File: src/rtl/uart_tx_framer.sv
// UART transmitter with a byte FIFO in front of it. Frames are start, data (LSB first),
// optional parity and 1-2 stop bits. Queued bytes go out back-to-back with no idle gap.
module uart_tx_framer #(
  parameter int CLKS_PER_BIT = 217,
  parameter int DATA_BITS    = 8,
  parameter int PARITY       = 0,
  parameter int STOP_BITS    = 1,
  parameter int FIFO_DEPTH   = 16
) (
  input  logic                          clk,
  input  logic                          rst,
  input  logic                          i_tx_dv,
  input  logic [7:0]                    i_tx_byte,
  output logic                          o_tx_ready,
  output logic                          o_tx_serial,
  output logic                          o_tx_active,
  output logic                          o_tx_done,
  output logic [$clog2(FIFO_DEPTH):0]   o_fifo_count
);

  localparam int CNT_W = $clog2(CLKS_PER_BIT);
  localparam int PTR_W = $clog2(FIFO_DEPTH);

  localparam logic [CNT_W-1:0] CNT_LAST  = CNT_W'(CLKS_PER_BIT - 1);
  localparam logic [CNT_W-1:0] CNT_ONE   = CNT_W'(1);
  localparam logic [2:0]       DATA_LAST = 3'(DATA_BITS - 1);
  localparam logic [2:0]       STOP_LAST = 3'(STOP_BITS - 1);
  localparam logic [7:0]       DATA_MASK = 8'((1 << DATA_BITS) - 1);
  localparam logic [PTR_W-1:0] PTR_ONE   = PTR_W'(1);
  localparam logic [PTR_W:0]   FIFO_FULL = (PTR_W + 1)'(FIFO_DEPTH);
  localparam logic [PTR_W:0]   COUNT_ONE = (PTR_W + 1)'(1);

  typedef enum logic [2:0] {
    S_IDLE   = 3'd0,
    S_START  = 3'd1,
    S_DATA   = 3'd2,
    S_PARITY = 3'd3,
    S_STOP   = 3'd4
  } state_t;

  state_t             state_q, state_d;
  logic [CNT_W-1:0]   clk_cnt_q, clk_cnt_d;
  logic [2:0]         bit_idx_q, bit_idx_d;
  logic               serial_q, serial_d;
  logic               active_q, active_d;
  logic               done_q, done_d;
  logic [PTR_W-1:0]   wr_ptr_q, wr_ptr_d;
  logic [PTR_W-1:0]   rd_ptr_q, rd_ptr_d;
  logic [PTR_W:0]     count_q, count_d;
  logic [7:0]         shift_q, shift_d;
  logic               parity_q, parity_d;
  logic [7:0]         mem [FIFO_DEPTH];

  logic               fifo_empty, fifo_full, push, pop;
  logic [7:0]         head;

  // Parity is taken over the masked data bits only.
  function automatic logic parity_of(input logic [7:0] d);
    return (PARITY == 1) ? ~^d : ^d;
  endfunction

  always_comb begin
    fifo_empty = (count_q == '0);
    fifo_full  = (count_q == FIFO_FULL);
    push       = i_tx_dv & ~fifo_full;
    head       = mem[rd_ptr_q] & DATA_MASK;
    pop        = 1'b0;

    state_d   = state_q;
    clk_cnt_d = clk_cnt_q;
    bit_idx_d = bit_idx_q;
    serial_d  = serial_q;
    active_d  = active_q;
    done_d    = 1'b0;
    shift_d   = shift_q;
    parity_d  = parity_q;

    case (state_q)
      S_IDLE: begin
        serial_d = 1'b1;
        active_d = 1'b0;
        if (!fifo_empty) begin
          pop       = 1'b1;
          serial_d  = 1'b0;
          active_d  = 1'b1;
          clk_cnt_d = '0;
          state_d   = S_START;
        end
      end
      S_START: begin
        if (clk_cnt_q == CNT_LAST) begin
          clk_cnt_d = '0;
          bit_idx_d = '0;
          serial_d  = shift_q[0];
          state_d   = S_DATA;
        end else begin
          clk_cnt_d = clk_cnt_q + CNT_ONE;
        end
      end
      S_DATA: begin
        if (clk_cnt_q == CNT_LAST) begin
          clk_cnt_d = '0;
          if (bit_idx_q == DATA_LAST) begin
            bit_idx_d = '0;
            if (PARITY != 0) begin
              serial_d = parity_q;
              state_d  = S_PARITY;
            end else begin
              serial_d = 1'b1;
              state_d  = S_STOP;
            end
          end else begin
            bit_idx_d = bit_idx_q + 3'd1;
            shift_d   = {1'b0, shift_q[7:1]};
            serial_d  = shift_q[1];
          end
        end else begin
          clk_cnt_d = clk_cnt_q + CNT_ONE;
        end
      end
      S_PARITY: begin
        if (clk_cnt_q == CNT_LAST) begin
          clk_cnt_d = '0;
          bit_idx_d = '0;
          serial_d  = 1'b1;
          state_d   = S_STOP;
        end else begin
          clk_cnt_d = clk_cnt_q + CNT_ONE;
        end
      end
      S_STOP: begin
        if (clk_cnt_q == CNT_LAST) begin
          clk_cnt_d = '0;
          if (bit_idx_q == STOP_LAST) begin
            done_d    = 1'b1;
            bit_idx_d = '0;
            // A waiting byte starts its frame on the very next clock.
            if (!fifo_empty) begin
              pop      = 1'b1;
              serial_d = 1'b0;
              state_d  = S_START;
            end else begin
              serial_d = 1'b1;
              active_d = 1'b0;
              state_d  = S_IDLE;
            end
          end else begin
            bit_idx_d = bit_idx_q + 3'd1;
          end
        end else begin
          clk_cnt_d = clk_cnt_q + CNT_ONE;
        end
      end
      default: begin
        state_d   = S_IDLE;
        serial_d  = 1'b1;
        active_d  = 1'b0;
        clk_cnt_d = '0;
        bit_idx_d = '0;
      end
    endcase

    if (pop) begin
      shift_d  = head;
      parity_d = parity_of(head);
    end

    wr_ptr_d = push ? wr_ptr_q + PTR_ONE : wr_ptr_q;
    rd_ptr_d = pop  ? rd_ptr_q + PTR_ONE : rd_ptr_q;
    case ({push, pop})
      2'b10:   count_d = count_q + COUNT_ONE;
      2'b01:   count_d = count_q - COUNT_ONE;
      default: count_d = count_q;
    endcase
  end

  always_ff @(posedge clk or posedge rst) begin
    if (rst) begin
      state_q   <= S_IDLE;
      clk_cnt_q <= '0;
      bit_idx_q <= '0;
      serial_q  <= 1'b1;
      active_q  <= 1'b0;
      done_q    <= 1'b0;
      wr_ptr_q  <= '0;
      rd_ptr_q  <= '0;
      count_q   <= '0;
    end else begin
      state_q   <= state_d;
      clk_cnt_q <= clk_cnt_d;
      bit_idx_q <= bit_idx_d;
      serial_q  <= serial_d;
      active_q  <= active_d;
      done_q    <= done_d;
      wr_ptr_q  <= wr_ptr_d;
      rd_ptr_q  <= rd_ptr_d;
      count_q   <= count_d;
    end
  end

  // Datapath storage: only ever read after being written, so no reset.
  always_ff @(posedge clk) begin
    shift_q  <= shift_d;
    parity_q <= parity_d;
    if (push) mem[wr_ptr_q] <= i_tx_byte;
  end

  assign o_tx_ready   = ~fifo_full;
  assign o_tx_serial  = serial_q;
  assign o_tx_active  = active_q;
  assign o_tx_done    = done_q;
  assign o_fifo_count = count_q;

endmodule

File: config.mk
export PLATFORM = sky130hd
export DESIGN_NAME = uart_tx_framer
export DESIGN_NICKNAME = d
export VERILOG_FILES = /design/src/rtl/uart_tx_framer.sv
export SDC_FILE = /design/constraint.sdc
export NUM_CORES = 1
export LEC_CHECK = 0
export ABC_AREA = 1
export CORE_MARGIN = 1.5
export CORE_UTILIZATION = 61
export DETAILED_ROUTE_END_ITERATION = 16
export DONT_BUFFER_PORTS = 1
export PLACE_DENSITY = 0.88
export SETUP_SLACK_MARGIN = 0.05
export SLEW_MARGIN = 20
export SYNTH_ARGS = -nofsm -noshare
export SYNTH_HDL_FRONTEND = slang
export SYNTH_SLANG_ARGS = --single-unit
File: constraint.sdc
create_clock -name clk -period 3 [get_ports clk]
set_input_delay 0.75 -clock clk [delete_from_list [all_inputs] [get_ports clk]]
set_output_delay 0.75 -clock clk [all_outputs]
set_load 0.005 [all_outputs]
==> metrics.cfg <==
[status]
outcome=completed

[power_and_ir_drop]
switching_share_pct=26.6
leakage_nw=3.64
p_int_mw=3.96
comb_power_share_pct=11.0
clkPwrFrac_pct=36.5
peakVddDrop_mv=0.572
seqPwrFrac_pct=52.5
power.switching_mw=1.43
powerDensity_mw_per_mm2=639
p_total_mw=5.40

[place]
place.port_buffers=0
globalplace.congestion=0.835
hpwl_um=9730

[floorplan]
die_width_um=116
core_mm2=0.0122
pin_count=20
start_util_pct=63.4
dieArea_mm2=0.0134
num_rows=40
die_h_um=116

[route]
ant_nets=0
drc=0
drt_iter0_markers=554
wire_per_inst_um=16.8
vias=5368
via_per_inst=5.53
routed_wl_um=16300
drt-pass1-iter-count=7

[logic_synthesis]
avgSynthCellArea_um2=9.88
synth.yosys.seq_area_share_pct=62.4
yosys.area.top_type=edfxtp_1
ys_top_cells_by_area=edfxtp_1 53%, nand2_1 11%, dfrtp_1 9.4%, nand3_1 6.6%, inv_1 5.8%
syn_area_mm2=0.00774
synth_seq_cells=166
ys_warn_count=0
ys_types=34
synthCells=784
synth_fp_nets=809
synth_top_area_share_pct=52.7

[timing]
rsz0062_at_grt=no
fin_worst_skew_ns=0.00914
finalSetupViolations=0
timing.fmax_ghz=0.377
slew_headroom_pct=27.8
min_period_ns=2.65
hold_viol_final=0
tightest_slew_ns=1.08
fin_crit_sh_pct=88.4
setup-tns-final_ns=0
slew_violations=0

[cts]
cts_root_buf=clkbuf_16
clock_sinks=166
cts.clk_slew.worst_paths_ns=0.06
ctsLongestPathBuffers=2
cts_made_buffers=17
cts_tree=done
cts_hold_buf=0
postCtsSetupBuffers=0
htree_levels=4
clk_latency_ns=0.43

[worst_setup_path]
cp-end-kind=register
start_kind=register
cp_max_fo=14
critical_path_class=register to register
arrival_ns=3.02
crit_required_ns=3.37

[grt]
use_met2_pct=44.8
grt_pass1_vias=5204
grt_max_degree=66
grt_first_pass_wirelength_um=25900
grt-ovfl-total=0
grt_busiest_layer=met2
use_met3_pct=6.59
antenna_found_initial=0
grtUsageTotal_pct=26.3
grt_use_met1_pct=33.0

[finish]
final_nets=814
area_delta_synth_final_pct=9.00
num_antenna_cells=0
drive_gt1_share_pct=10.2

[hold_path]
hp-class=primary input to async pin

[run]
cap_violations=0

==> cells in the final DEF, fill, tap and decap left out, drive strengths merged <==
cell type | synthesis | final
a21boi | 1 | 1
a21oi | 9 | 9
buf | 23 | 14
clkbuf | 5 | 18
clkinv | 1 | 9
dfrtp | 29 | 29
dfstp | 1 | 1
edfxtp | 136 | 136
ha | 14 | 14
inv | 127 | 133
nand2 | 245 | 245
nand3 | 103 | 103
nand4 | 6 | 6
nor2 | 27 | 27
nor3 | 15 | 15
o211ai | 1 | 1
o21ai | 28 | 28
o21bai | 1 | 1
or2 | 1 | 1
xnor2 | 3 | 3
xor2 | 8 | 8
==> per-layer routing <==
metal	wire [um]	up-vias
li1	-	2557
met5	0	-
met1	6710	2537
met3	1250	30
met4	280	0
met2	8020	244
==> power groups by stage <==
| stage | clock, mW | sequential, mW | combinational, mW |
|---|---|---|---|
| global placement | 0 | 2.87 | 0.538 |
| CTS | 1.99 | 2.83 | 0.582 |
| floorplan | 0 | 2.85 | 0.427 |
| global route | 2.07 | 2.85 | 0.673 |
| detailed placement | 0 | 2.87 | 0.569 |
| finish | 1.97 | 2.83 | 0.594 |
==> flip-flops by register name (all words and copies together), names as in the netlist, 3 cells and up <==
name and cells:
clk_cnt_q 8, state_q 3, mem 128, rd_ptr_q 4
bit_idx_q 3, shift_q 8, wr_ptr_q 4, o_fifo_count 5
==> area by class of cell <==
| class | instances | area (um2) |
|---|---|---|
| clock buffers | 18 | 429 |
| clock inverters | 14 | 97.6 |
| fillers | 821 | 3770 |
| inverters | 128 | 483 |
| multi-input cells | 462 | 2270 |
| flip-flops and latches | 166 | 4840 |
| well taps | 168 | 210 |
| repair buffers | 14 | 118 |
==> worst max-delay path, stage by stage (launching register included) <==
cell	delay [ns]
dfrtp_1	0.39
inv_1	0.09
ha_1	0.15
inv_1	0.04
nor2_1	0.17
nand3_1	0.17
nand2_2	0.11
nand2_4	0.11
inv_4	0.15
ha_2	0.26
xor2_1	0.20
ha_1	0.18
inv_1	0.04
nand2_1	0.08
nand3_1	0.09
nand2_1	0.08
xor2_1	0.15
nand2_1	0.07
nand2_1	0.06
==> Yosys cell counts, drive strengths merged <==
cell    instances
nor3           15
xor2            8
or2             1
xnor2           3
nand4           6
buf            23
a21boi          1
nor2           27
dfrtp          29
a21oi           9
dfstp           1
o21bai          1
edfxtp        136
inv           127
clkbuf          5
ha             14
clkinv          1
nand2         245
o211ai          1
o21ai          28
nand3         103
==> kinds of logic after synthesis <==
group,share of synthesized area (%)
adders and majority gates,2.26
AOI/OAI and AO/OA,2.78
and+or+nand+nor,22.7
xor gates and xnor gates,1.24
DFF,62.4
buffers and inverters,8.58
==> final timing paths <==
kind	depth (start not counted)	from	end	slack, ns
worst max-delay path	18	bit_idx_q[0]	o_fifo_count[4]	0.35
worst min-delay path	2	rst	o_fifo_count[3]	0.29
worst max register to register	18	bit_idx_q[0]	o_fifo_count[4]	0.35
worst min register to register	2	o_tx_serial	o_tx_serial	0.50
max in group asynchronous	2	rst	o_tx_serial	2.37
min in group clk	0	i_tx_byte[7]	mem[8][7]	0.41
==> timing repair <==
action                                  in CTS  in global routing
endpoints found under the setup margin       0                  1
hold endpoints to repair                     0                  0
resized for setup                            0                  1
==> metrics by stage <==
step / instance area [um2] / setup slack (ns) / util (%) / hold WS, ns / instances
after floorplan: 7740 / 0.645 / - / 0.470 / 784
after global placement: 7890 / 0.436 / 64.6 / 0.491 / 938
after detailed placement: 7900 / 0.329 / 64.7 / 0.509 / 938
after CTS: 8420 / 0.306 / 69.0 / 0.295 / 970
after global routing: 8440 / 0.0599 / 69.1 / 0.331 / 970
final: 8440 / 0.348 / 69.1 / 0.293 / 970
Power figures use the tool's default switching activity.
